**config.mk**
```make
export PLATFORM = sky130hd
export DESIGN_NAME = sipo_deser
export DESIGN_NICKNAME = d
export VERILOG_FILES = /design/src/rtl/sipo_deser_pkg.sv /design/src/rtl/sipo_deser_shift_in.sv /design/src/rtl/sipo_deser.sv
export SDC_FILE = /design/constraint.sdc
export NUM_CORES = 1
export LEC_CHECK = 0
export ABC_AREA = 1
export CORE_MARGIN = 2
export CORE_UTILIZATION = 50
export CTS_CLUSTER_DIAMETER = 120
export DETAILED_ROUTE_END_ITERATION = 8
export PLACE_DENSITY = 0.76
export SYNTH_ARGS = -nofsm -noshare
export SYNTH_HDL_FRONTEND = slang
export SYNTH_SLANG_ARGS = --single-unit
```
**constraint.sdc**
```tcl
create_clock -name clk -period 1.46 [get_ports clk]
set_input_delay 0.292 -clock clk [delete_from_list [all_inputs] [get_ports clk]]
set_output_delay 0.292 -clock clk [all_outputs]
set_load 0.02 [all_outputs]
```
**src/rtl/sipo_deser_pkg.sv**
```systemverilog
// Shared deserializer definitions: default word width, clog2 and the frame
// length (data bits, plus one even-parity bit when DESER_PARITY_EN is set).
package sipo_deser_pkg;

  localparam int DESER_WIDTH_DEF = 8;

  // Ceiling log2 usable in parameter expressions.
  function automatic int clog2(input int v);
    int r;
    int x;
    r = 0;
    x = v - 1;
    while (x > 0) begin
      r++;
      x = x >> 1;
    end
    return r;
  endfunction

  // Bits per frame on the serial side.
  function automatic int frame_len(input int w);
`ifdef DESER_PARITY_EN
    return w + 1;
`else
    return w;
`endif
  endfunction

endpackage

```
**src/rtl/sipo_deser_shift_in.sv**
```systemverilog
// shift_in: WIDTH-bit left shift register, LSB fed by din, with enable and
// synchronous clear (clear wins).
module shift_in #(
  parameter int WIDTH = 8
) (
  input  logic             clk,
  input  logic             clr,
  input  logic             en,
  input  logic             din,
  output logic [WIDTH-1:0] q
);

  logic [WIDTH-1:0] q_q, q_d;

  // next shift value
  always_comb begin
    q_d = q_q;
    if (en) q_d = {q_q[WIDTH-2:0], din};
  end

  // state register, clear overrides shifting
  always_ff @(posedge clk) begin
    if (clr) q_q <= '0;
    else     q_q <= q_d;
  end

  assign q = q_q;

endmodule

```
**src/rtl/sipo_deser.sv**
```systemverilog
// sipo_deser: serial-in parallel-out deserializer with valid/ready on both
// sides and a double-buffered output word. Optional DESER_PARITY_EN adds a
// trailing even-parity bit per frame and the out_parity_err output.
module sipo_deser
  import sipo_deser_pkg::*;
#(
  parameter int WIDTH = DESER_WIDTH_DEF,
  parameter int CNT_W = 3
) (
  input  logic             clk,
  input  logic             reset,
  input  logic             in_valid,
  input  logic             in_bit,
  output logic             in_ready,
  output logic             out_valid,
  input  logic             out_ready,
  output logic [WIDTH-1:0] out_data
`ifdef DESER_PARITY_EN
  ,
  output logic             out_parity_err
`endif
);

  localparam int               F    = frame_len(WIDTH);
  localparam logic [CNT_W-1:0] LAST = CNT_W'(F - 1);

  logic [WIDTH-1:0] shreg;
  logic [CNT_W-1:0] cnt_q, cnt_d;
  logic             out_valid_q, out_valid_d;
  logic [WIDTH-1:0] out_data_q, out_data_d;
  logic             last_bit, accept, take, done;

  assign last_bit = (cnt_q == LAST);
  // Only the closing bit of a second word has to wait for the consumer.
  assign in_ready = ~(out_valid_q & ~out_ready & last_bit);
  assign accept   = in_valid & in_ready;
  assign take     = out_valid_q & out_ready;
  assign done     = accept & last_bit;

  shift_in #(.WIDTH(WIDTH)) u_shreg (
    .clk (clk),
    .clr (reset),
    .en  (accept),
    .din (in_bit),
    .q   (shreg)
  );

  // bit counter and output buffer next state
  always_comb begin
    cnt_d       = cnt_q;
    out_valid_d = out_valid_q;
    out_data_d  = out_data_q;
    if (accept) cnt_d = last_bit ? '0 : cnt_q + 1'b1;
    if (done) begin
      out_valid_d = 1'b1;
`ifdef DESER_PARITY_EN
      // closing bit is parity, data bits are already in shreg
      out_data_d  = shreg;
`else
      out_data_d  = {shreg[WIDTH-2:0], in_bit};
`endif
    end else if (take) begin
      out_valid_d = 1'b0;
    end
  end

  // counter and output registers
  always_ff @(posedge clk) begin
    if (reset) begin
      cnt_q       <= '0;
      out_valid_q <= 1'b0;
      out_data_q  <= '0;
    end else begin
      cnt_q       <= cnt_d;
      out_valid_q <= out_valid_d;
      out_data_q  <= out_data_d;
    end
  end

  assign out_valid = out_valid_q;
  assign out_data  = out_data_q;

`ifdef DESER_PARITY_EN
  logic perr_q, perr_d;

  // parity error captured with the word, dropped with out_valid
  always_comb begin
    perr_d = perr_q;
    if (done)      perr_d = (^shreg) ^ in_bit;
    else if (take) perr_d = 1'b0;
  end

  // parity error register
  always_ff @(posedge clk) begin
    if (reset) perr_q <= 1'b0;
    else       perr_q <= perr_d;
  end

  assign out_parity_err = perr_q;
`endif

endmodule

```
**Word-level counts from Yosys, hierarchy flattened**

Index checks and enable logic that the tools add are counted.

- Bits in registers: 19
- Memory bits (writable): 0
- Latch bits: 0
- Memories kept: 0
- Memory bits (read-only): 0
- Output and inout bits: 10

- $add $sub $neg: 1
- Div/mod/pow operators: 0
- Bitwise gates (word level): 7
- Shift-type cells: 0
- Reductions and logical operators: 1
- $lt $le $gt $ge: 0
- Mux-type cells: 3
- Multiply operators: 0
- Equal/unequal tests: 1

Operators with widths:

| kind | count |
|---|---|
| bitwise AND 1 bit | 5 |
| adder 3 x 1 -> 3 bit, second input constant | 1 |
| equality test 3 bit, second input constant | 1 |
| two-way mux 3 bit | 1 |
| two-way mux 1 bit | 2 |
| NOT 1 bit | 2 |
| nonzero test 2 bit | 1 |

**Longest topological paths before layout**

Gate-level depths: netlist of the first run.

- Depth after elaboration: 7
- Mapped depth: 7

**Cells and area by module**

From an unflattened synthesis of the first run, not the netlist that was laid out.

- Cells, all modules: 150
- Area total of the unflattened synthesis: 991.0 µm²

By module, submodules not included:

| module | instances | area each (µm²) | cells an instance |
|---|---|---|---|
| sipo_deser | 1 | 649.4 | 99 |
| shift_in | 1 | 341.6 | 51 |

**Worst setup path before layout of the first run**

OpenSTA, ideal clock, no wires.

- Path type: reg-to-output
- From: reg cnt_q[0]
- To: out in_ready
- Slack: 0.191 ns
- Arrival time: 0.977 ns
- Cell stages (with the launch flop): 5
- Path buffers: 1
- Path through: dfxtp_1 > ha_1 > ha_1 > nand3_2 > buf_6

- Cells in the longest elaborated chain, start to end: 3

Ends and longest elaborated chain:

| element | line | RTL |
|---|---|---|
| from (decl) | sipo_deser.sv:28 | `logic [CNT_W-1:0] cnt_q, cnt_d;` |
| from (signal assigned) | sipo_deser.sv:74 | `cnt_q <= cnt_d;` |
| equality test 3 bit | sipo_deser.sv:33 | `assign last_bit = (cnt_q == LAST);` |
| bitwise AND 1 bit | sipo_deser.sv:35 | `assign in_ready = ~(out_valid_q & ~out_ready & last_bit);` |
| NOT 1 bit | sipo_deser.sv:35 |  |
| to (decl) | sipo_deser.sv:14 | `output logic in_ready,` |

Every way passes these cells.

**Final worst setup path of the first run**

Same ends and word-level chain as after synthesis.

==> results summary, run 1 <==
The global-route usage over all layers is 0.211. The number of slew-limit violations in the final report is 0. The overall power consumption is 937 uW.

The slowest stage of the critical path is the dfxtp_2 cell. The worst-case clock skew came out at 3.85 ps. Derived from the worst setup path, the maximum achievable clock frequency is ~0.69 GHz.

In the final design database the tool counted 150 nets. The kind of critical path is reg2out. The setup violation total in the final timing report is 0. The CTS buffer count came out at 3.

The number of filler cells placed in the layout came out at approximately 130. The share of the synthesized netlist area taken by xor and xnor gates came out at 0. After synthesis, the share of cell area in mux cells is 0. The area of the multi-input gates is 403 um^2. The final setup slack of the worst path came out at a little under 4 ps. The clock period could shrink to 1460 ps. The height of the die came out at ~45 um.

TritonCTS built the clock tree. The wire length per cell after detailed routing came out at around 11 um. Max-cap violations in this run came to 0. The flip-flop and latch area came out at 383 um^2. The ratio of cells with drive above 1 in the final layout is 0.190. The insertion delay of the later-clocked pin in the worst-skew pair is 300 ps. The net count after synthesis came out at around 130.

Before CTS, the worst setup slack after placement is -284 ps. Along the worst hold path, the cell count comes to 2. The count of port buffers added during placement came out at 14. The number of remaining DRC errors is 0. The critical path goes through ha_4 -> ha_4 -> nand3_2 -> buf_6. The power density over the cells is around 840 mW/mm^2. The clock net in this run drives a total of 19 sinks. The count of distinct cell types in the synthesized netlist is 14. The complex-gate fraction of the synthesized area was 0.00587. Summed over all cells, the static leakage comes to a little under 0.6 nW. The worst setup path is launched from a register. The endpoint kind of the worst setup timing path is an output pin. In this run the critical register-to-register path is captured at u_shreg.q[0]. After synthesis, the largest family of logic cells by area is simple AND/OR/NAND/NOR gates. After clock tree synthesis, the setup repair step added 0 buffers. For this run, the number of Yosys warnings is 0.

The buffer cell driving the clock tree root is clkbuf_4. Of the total synthesized cell area, the portion taken by AND, OR, NAND and NOR gates is 0.408. Setup repair after global routing could not meet its margin everywhere.

For this run the aggregate overflow at the end of global routing stands at 0. For hold timing, the worst endpoint is u_shreg.q[6]. The first-pass GRT wire length came out at around 3100 um. The number of antenna repair diodes came out at 0.

The area of the mapped netlist came out at 853 um^2. The synthesized netlist cell count is 118. The residual antenna-violating net count after detailed routing came out at 0.

The count of routing violations after the opening detailed-route iteration came out at 14. The depth of the most critical reg-to-reg path is 8. By area the synthesized netlist is led by dfxtp_1 45%, nor2_1 14%, nand2_1 11%. The number of antenna violations at the first check in global routing came out at 0. The worst endpoint data arrival time is approximately 1200 ps.

The normalized max-slew margin came out at 0.857. In this run the register-to-register setup slack is approximately 90 ps. The share of the cycle needed by the critical path after routing is 0.997. The H-tree depth came out at 1. The floorplan step defined a die boundary enclosing just over 0.002 mm^2. The post-synthesis sequential element count is 19.

The via count of the first global-routing pass came out at 763. The number of placement rows came out at 14. The biggest cell delay along the critical path is roughly 350 ps.

Of the post-synthesis cell area, the dominant cell type holds 0.446. From synthesis to final layout, the design area changed by 31.5%. At the end of routability-driven placement, the weighted congestion stood at around 0.74. The floorplan die width came out at around 45 um. Entering global routing, the biggest net connects 16 pins. Before antenna repair, the detailed router went through 4 iterations. The required time of the critical path is roughly 1200 ps. The leading area contributor after synthesis is dfxtp_1.

The placed wire-length estimate is around 1200 um. The slew at the pin with the worst max-slew slack came out at approximately 220 ps. The largest driver fanout on the critical path is 2.

The cell that appears most often on the critical path is ha_4. The number of hold violations in the final report is 0. The average size of a mapped cell came out at 7.23 um^2. The total vias in the final route is between 700 and 800.

The startpoint identified for the worst hold timing path is u_shreg.q[6]. The initial utilization of the core area, before any placement, comes to 0.547. After floorplanning, the core was sized to cover roughly 0.0016 mm^2.

Of the total synthesized cell area, the portion taken by full adders, half adders and majority gates is 0.0293. The launch instance of the worst register-to-register path is cnt_q[0]. The worst hold path belongs to the class reg2reg.

The buffer levels on the longest clock path is 2. The run finished with clean final reports. The top-level port count is 15. The fraction of the yosys area taken by sequential cells came out at 0.446. The final core utilization came out at 0.720. The worst hold margin is roughly 490 ps.

The clock transition at the register clock pins on the worst setup and hold paths after CTS is ~110 ps. The worst-case IR drop observed on VDD is 651 uV. After detailed routing, the total wire length is roughly 1800 um. In the routed layout, each cell is associated on average with a via count of 4.77.
[placed cells by master (no fill, tap or decap), types with 4 or more instances in the layout]
cell type and count:
buf_4 8, dfxtp_1 17, nor2_1 32, nand2_1 26, nand2_2 5, dlygate4sd2_1 9, nand3b_1 6, inv_1 14
clkdlybuf4s50_1 4
[logic make-up after synthesis]
kind of cell | Yosys count
buffers and inverters | 19
DFF | 19
adders and majority gates | 2
AOI/OAI and AO/OA | 1
and+or+nand+nor | 77
[worst max-delay path by stage]
stage	start	endpoint	slack (ps)
6_report	cnt_q[0]	in_ready	4
5_1_grt	cnt_q[0]	in_ready	-50
4_1_cts	cnt_q[0]	in_ready	-60
3_5_place_dp	out_ready	in_ready	-280
3_3_place_gp	out_ready	in_ready	-290
2_1_floorplan	cnt_q[0]	in_ready	190
[Yosys cell counts (all sizes together)]
master / instances
nor2: 32
nand3b: 6
nand3: 5
inv: 15
dfxtp: 19
a21oi: 1
buf: 4
nand4: 3
nand2: 31
ha: 2
[worst max-delay path, delay by kind of cell (launching register included)]
family        cells  cell delay (ps)
fa+ha+maj         2              310
buf+inv           1              120
flops             1              350
simple gates      1               80
[per-layer routing]
layer	global-route usage	routed length (um)	vias to the layer above
li1	-	-	407
met1	0.234	818	331
met2	0.380	869	11
met3	0.0480	45	4
met4	0.0882	21	0
met5	0	0	-
[flip-flops by register name (all words and copies together) (netlist names)]
name	count
cnt_q	3
u_shreg.q	7
out_valid	1
out_data	8
[power breakdown]
| part | total [mW] | switching (mW) | internal, mW |
|---|---|---|---|
| registers | 0.554 | 0.0144 | 0.539 |
| logic | 0.113 | 0.0559 | 0.0570 |
| clock network | 0.271 | 0.168 | 0.102 |
| total | 0.937 | 0.239 | 0.699 |
[through the flow]
stage	TNS, ps	instance area [um^2]	instances
2_1_floorplan	0	853	118
3_3_place_gp	-359	1070	154
3_5_place_dp	-505	1070	154
4_1_cts	-56.0	1100	158
5_1_grt	-63.8	1120	158
6_report	0	1120	158
[cell type report]
type / count / area share
timing repair buffer: 24 / 0.205
tap: 16 / 0.0178
multi-input combinational: 80 / 0.359
inverter: 15 / 0.0524
sequential: 19 / 0.341
clock inverter: 1 / 0.00446
clock buffer: 3 / 0.0201
[repair_timing]
action                                  4_1_cts  5_1_grt
endpoints found under the setup margin       11       11
gates resized for setup                      19        3
hold buffers                                  0        0
cloned                                        0        0
No activity file was read; power rests on OpenSTA's default activity.
==> run 2: changes to the inputs <==
--- a/config.mk
+++ b/config.mk
@@ -6,11 +6,11 @@
 export NUM_CORES = 1
 export LEC_CHECK = 0
 export ABC_AREA = 1
-export CORE_MARGIN = 2
-export CORE_UTILIZATION = 50
+export CORE_ASPECT_RATIO = 1.75
+export CORE_MARGIN = 5
+export CORE_UTILIZATION = 30
 export CTS_CLUSTER_DIAMETER = 120
 export DETAILED_ROUTE_END_ITERATION = 8
-export PLACE_DENSITY = 0.76
 export SYNTH_ARGS = -nofsm -noshare
 export SYNTH_HDL_FRONTEND = slang
 export SYNTH_SLANG_ARGS = --single-unit
==> results summary, run 2 (same netlist as run 1, synthesis figures left out) <==
Clock tree synthesis selected as its root buffer the cell clkbuf_8. The met3 track demand over resource is 0.0186. For the final database, setup skew stands at roughly 4.8 ps.

The count of routing violations after the opening detailed-route iteration came out at 12. In the layout the commonest cells are 32 x nor2_1, 25 x nand2_1, 17 x dfxtp_1, 14 x inv_1, 9 x dlygate4sd2_1. Prior to clock tree synthesis, the placed netlist has a worst setup slack of -292 ps. In this run, placement finished with an instance count of about 160.

The maximum number of pins on one net before global-route repair came out at 16. The cts-stage hold buffer count came out at 0. The placed instances occupy a cell area of around 0.0011 mm^2. The via-per-instance ratio came out at 4.46.

The routing usage on met1 came out at 0.103. The number of remaining DRC errors is 0. The final instance area is 0.00115 mm^2. The placed wire-length estimate is roughly 1200 um.

The worst-case IR drop observed on VDD is between 600 and 700 uV. The final cell count without fillers is roughly 170. The endpoint kind of the worst setup timing path is an output pin. The setup violation total in the final timing report came out at 0. The number of antenna violations at the first check in global routing is 0. Grouping stages by cell kind, the critical path spends the most delay in flip-flops.

In this run the worst hold path is classified as reg2reg. The count of port buffers added during placement is 14. The worst path needs approximately 1400 ps of the cycle, external delays included. The total wirelength of the detailed-routed design came out at 1790 um. The required time of the critical path is between 1000 and 1500 ps.

The power density over the cells came out at 889 mW/mm^2. The library cell used most frequently in the layout, excluding fill and tap cells, is nor2_1. The worst endpoint data arrival time is 1100 ps. The worst hold margin came out at 472 ps. After global routing the overflow that remains totals 0.

The leakage power total is 0.593 nW. The kind of critical path is reg2out. The ratio of cells with drive above 1 in the final layout came out at 0.184. The TritonCTS clock tree is built. The clock sink count came out at 19. For this run, the post-layout net count is ~150. The clock transition at the register clock pins on the worst setup and hold paths after CTS came out at around 70 ps. The insertion delay of the later-clocked pin in the worst-skew pair came out at 250 ps. The type of origin of the critical path is a register. Setup repair after global routing left no endpoint under its margin. Dividing the final minimum period by the clock period gives 0.952. The sum of negative setup slack came out at 0 ps. The buffer levels on the longest clock path is 2. The global-route usage over all layers is 0.0957. Setup slack closes at just over 70 ps.

The run finished with clean final reports. After floorplanning, the core was divided into 25 placement rows. The first detailed-routing pass ran for 4 iterations. The normalized max-slew margin is 0.857. The H-tree depth is 1. The via count of the first global-routing pass came out at ~750.

The number of hold violations in the final report is 0. The final weighted congestion of routability-driven global placement is about 0.72. The first-pass GRT wire length came out at just over 3000 um. The number of slew-limit violations in the final report came out at 0. The library cell contributing the largest single delay on the critical path is dfxtp_2.

The core region is approximately 0.0027 mm^2. The reported max-cap violation count is 0. The most used cell along the critical path is ha_4.

The relative area change from synthesis to final layout is 34.6%. The flip-flop count of the largest register, all copies and words added came out at 8. The total vias in the final route came out at 750. The height of the die is slightly above 80 um. Once the clock tree was built, the setup fixing pass inserted 0 buffers. The met2 routing resource usage after global routing came out at 0.173. Together, buffers and inverters on the worst path number 1. The critical path goes through ha_4 -> ha_4 -> nand3_2 -> buf_6. The CTS buffer count is 3. The slew at the pin with the worst max-slew slack came out at around 210 ps.

The largest single stage delay on the critical path is 340 ps. The top-level port count came out at 15. In this run the remaining antenna-violating nets after routing total 0. The floorplan die width came out at about 50 um. The die area is between 0.004 and 0.005 mm^2.

The largest driver fanout on the critical path came out at 2. The wire length per cell after detailed routing came out at between 10 and 15 um. The number of antenna repair diodes is 0. The maximum achievable frequency came out at between 0.7 and 0.8 GHz. met2 is the most crowded layer. The initial standard-cell utilization of the core is 0.314.
run 2: cell count changes in the layout (fill, tap and decap cells not counted), sizes merged:
| cell | previous run | this run |
|---|---|---|
| buf | 11 | 10 |
| clkinv | 1 | 0 |
| clkbuf | 3 | 4 |
run 2: worst paths after layout:
check	cells after the start	end	start	slack (ps)
worst min-delay path	2	u_shreg.q[5]	u_shreg.q[5]	470
worst min register to register	2	u_shreg.q[5]	u_shreg.q[5]	470
worst max-delay path	4	in_ready	cnt_q[1]	70
worst max register to register	8	cnt_q[2]	cnt_q[1]	150
run 2: cell type report:
| type | count | area [um^2] |
|---|---|---|
| multi-input cells | 80 | 405 |
| repair buffers | 23 | 223 |
| fillers | 294 | 1570 |
| flip-flops and latches | 19 | 383 |
| inverters | 15 | 58.8 |
| clock buffers | 4 | 45.0 |
| well taps | 27 | 33.8 |
run 2: worst min-delay path, cell delays in order, from the launching register on:
cell and delay, ps:
dfxtp_1 330, nor2_1 50, nor2_1 70
run 2: report_power, final:
part           switching (mW)  internal, mW
logic                  0.0541        0.0552
registers              0.0141         0.539
clock network           0.165         0.194
total                   0.233         0.788
run 2: timing repair:
item | 4_1_cts | 5_1_grt
gates resized for setup | 17 | 6
setup endpoints to repair | 10 | 10
cloned | 0 | 0
run 2: metal layers:
layer | routed length [um] | vias up | share of wire
li1 | - | 402 | -
met1 | 780 | 337 | 0.44
met2 | 940 | 9 | 0.52
met3 | 54 | 2 | 0.030
met4 | 18 | 0 | 0.010
met5 | 0 | - | 0
run 2: through the flow:
step | total power [mW] | utilization
6_report | 1.02 | 0.422
3_3_place_gp | 0.663 | 0.397
4_1_cts | 1.03 | 0.411
5_1_grt | 1.08 | 0.422
2_1_floorplan | 0.623 | -
3_5_place_dp | 0.666 | 0.397
==> variant, RTL diff (flow settings as in run 1) <==
Set the package constant `DESER_WIDTH_DEF` to 10 (it was 8).
--- a/src/rtl/sipo_deser_pkg.sv
+++ b/src/rtl/sipo_deser_pkg.sv
@@ -2,7 +2,7 @@
 // length (data bits, plus one even-parity bit when DESER_PARITY_EN is set).
 package sipo_deser_pkg;
 
-  localparam int DESER_WIDTH_DEF = 8;
+  localparam int DESER_WIDTH_DEF = 10;
 
   // Ceiling log2 usable in parameter expressions.
   function automatic int clog2(input int v);
Interface: changed (resized out_data); port bits go from 15 to 17. No check against the original RTL was run, so the function may have changed too.
==> variant against run 1 <==
- design area up 16%
- clock power rose by 7%
- setup slack better by 0.039 ns
- wire length rose by 11%
- utilization fell by 7.1 points
- sequential cell count up 4
- area after synthesis grew 26%
- clock skew decreased by 0.0013 ns
- power grew 28%
- highest routed layer unchanged
==> variant: results (changes against run 1) <==
Run status:
- The run finished with clean final reports.

Drt:
- The met3 wirelength from detailed routing is 65 microns (+44%).
- The total routed wirelength is 1943 microns (+11%).
- The violation count after the first detailed-routing iteration came to 15 (+1).
- The vias per cell was 4.703 (-1.3%).
- The wire length the detailed router placed on met1 is 945 microns (+16%).
- The met2 wire length came to 919 microns (+5.8%).

Timing:
- The actual transition at the worst max-transition pin is 0.3691 ns (+0.1535 ns).
- The setup clock skew after layout is 0.002568 ns (-0.001278 ns).

Placement:
- The final weighted congestion in routability-driven placement came to 0.7487 (+1.6%).
- The placed wire-length estimate came to 1386 microns (+13%).
- The instance area after placement came to 1282 sq um (+19%).
- The number of buffer cells added on primary ports is 16 (+2).

Final layout:
- The final-layout fill cell count was 194 (+54%).
- The fraction of layout cells with a size suffix above 1 came to 9.189% (-9.8 points).
- The final instance count without filler cells came to 212 (+34%).
- The number of flip-flops in the largest register came to 10 (+2).
- The final net count came to 191 (+27%).

Setup path:
- The flop-to-flop setup slack was 0.31 ns (+0.22 ns).
- The arrival time at the worst endpoint is 1.12 ns (-0.04 ns).
- The endpoint of the worst register-to-register path is u_shreg.q[6].
- The cell count of the worst reg-to-reg path is 6 (-2).
- The critical path starts at out_ready.
- In this run the critical register-to-register path is launched from out_valid.
- The delay of the slowest critical-path stage is 0.43 ns (+0.08 ns).
- The slowest stage of the critical path is the clkdlybuf4s50_1 cell.

Logic synthesis:
- Sorting the synthesized cells by area gives the leading types as dfxtp_1 43%, inv_1 13%, nand2_1 13%, nor2_1 7.7%, nand4_1 5.8%.
- The distinct cell type count of the synthesized netlist is 15 (+1).
- Counting instances in the post-synthesis netlist gives the leading cell types as 37 x inv_1, 36 x nand2_1, 23 x dfxtp_1, 22 x nor2_1, 12 x nand3_1.

Power and ir drop:
- The switching share of power was 27.97% (+2.5 points).
- The sequential logic power is 682 uW (+23%).
- The worst-case vdd ir drop came to 580.9 uV (-11%).
- The static leakage power is 0.0006913 uW (+17%).

GRT:
- The number of global-route vias before repair is 886 (+16%).
- The overall routing resource usage is 17.71% (-3.4 points).
- The pin count of the biggest net entering global routing is 24 (+8).
- The first-pass GRT wire length is 3553 microns (+15%).

Hold path:
- The startpoint identified for the worst hold timing path is u_shreg.q[2].
- For hold timing, the worst endpoint is u_shreg.q[2].
==> variant: cell types whose count changed after synthesis, sizes merged, moves of 4 or more <==
cell	delta
inv	+23
a21oi	+10
nor2	-9
nand3	+7
nand4	+7
nand3b	-6
nand2	+5
dfxtp	+4
==> variant: through the flow <==
stage / hold WS [ns] / setup WS (ns) / utilization, %
after floorplan: 0.4496 / 0.2899 / -
final: 0.5027 / 0.04308 / 64.94
after detailed placement: 0.4746 / -0.3814 / 64.06
after global placement: 0.4612 / -0.3914 / 64.06
after CTS: 0.5054 / 0.0006632 / 64.56
after global routing: 0.5308 / 0.009621 / 64.94
==> variant: layout make-up <==
| type | count | area [sq um] | area share (%) |
|---|---|---|---|
| sequential | 23 | 460.4 | 35.42 |
| multi-input combinational | 95 | 425.4 | 32.72 |
| tap | 27 | 33.78 | 2.599 |
| clock buffer | 4 | 26.28 | 2.021 |
| inverter | 38 | 142.6 | 10.97 |
| timing repair buffer | 25 | 211.5 | 16.27 |
==> variant: per-layer routing <==
metal / up-vias / GRT usage (%)
met5: - / 0
met4: 0 / 5.405
met3: 2 / 2.679
met2: 14 / 30.92
met1: 445 / 22.41
li1: 536 / -
==> variant: timing repair <==
item / 4_1_cts / 5_1_grt
buffers inserted: 0 / 0
pin swaps: 0 / 1
endpoints found under the setup margin: 12 / 1
resized for setup: 16 / 2
endpoints found under the hold margin: 0 / 0
==> variant: cells by family after synthesis <==
logic type / synth area share [%]
flip-flops: 42.79
buffers and inverters: 18.37
AND/OR/NAND/NOR: 32.79
AO/OA/AOI/OAI: 6.046
==> variant: worst register-to-register path: stages (launching register included) <==
cell,delay (ns)
dfxtp_1,0.35
inv_1,0.05
nor2_2,0.14
nand3_2,0.09
buf_4,0.21
a21oi_1,0.15
nor2_1,0.06
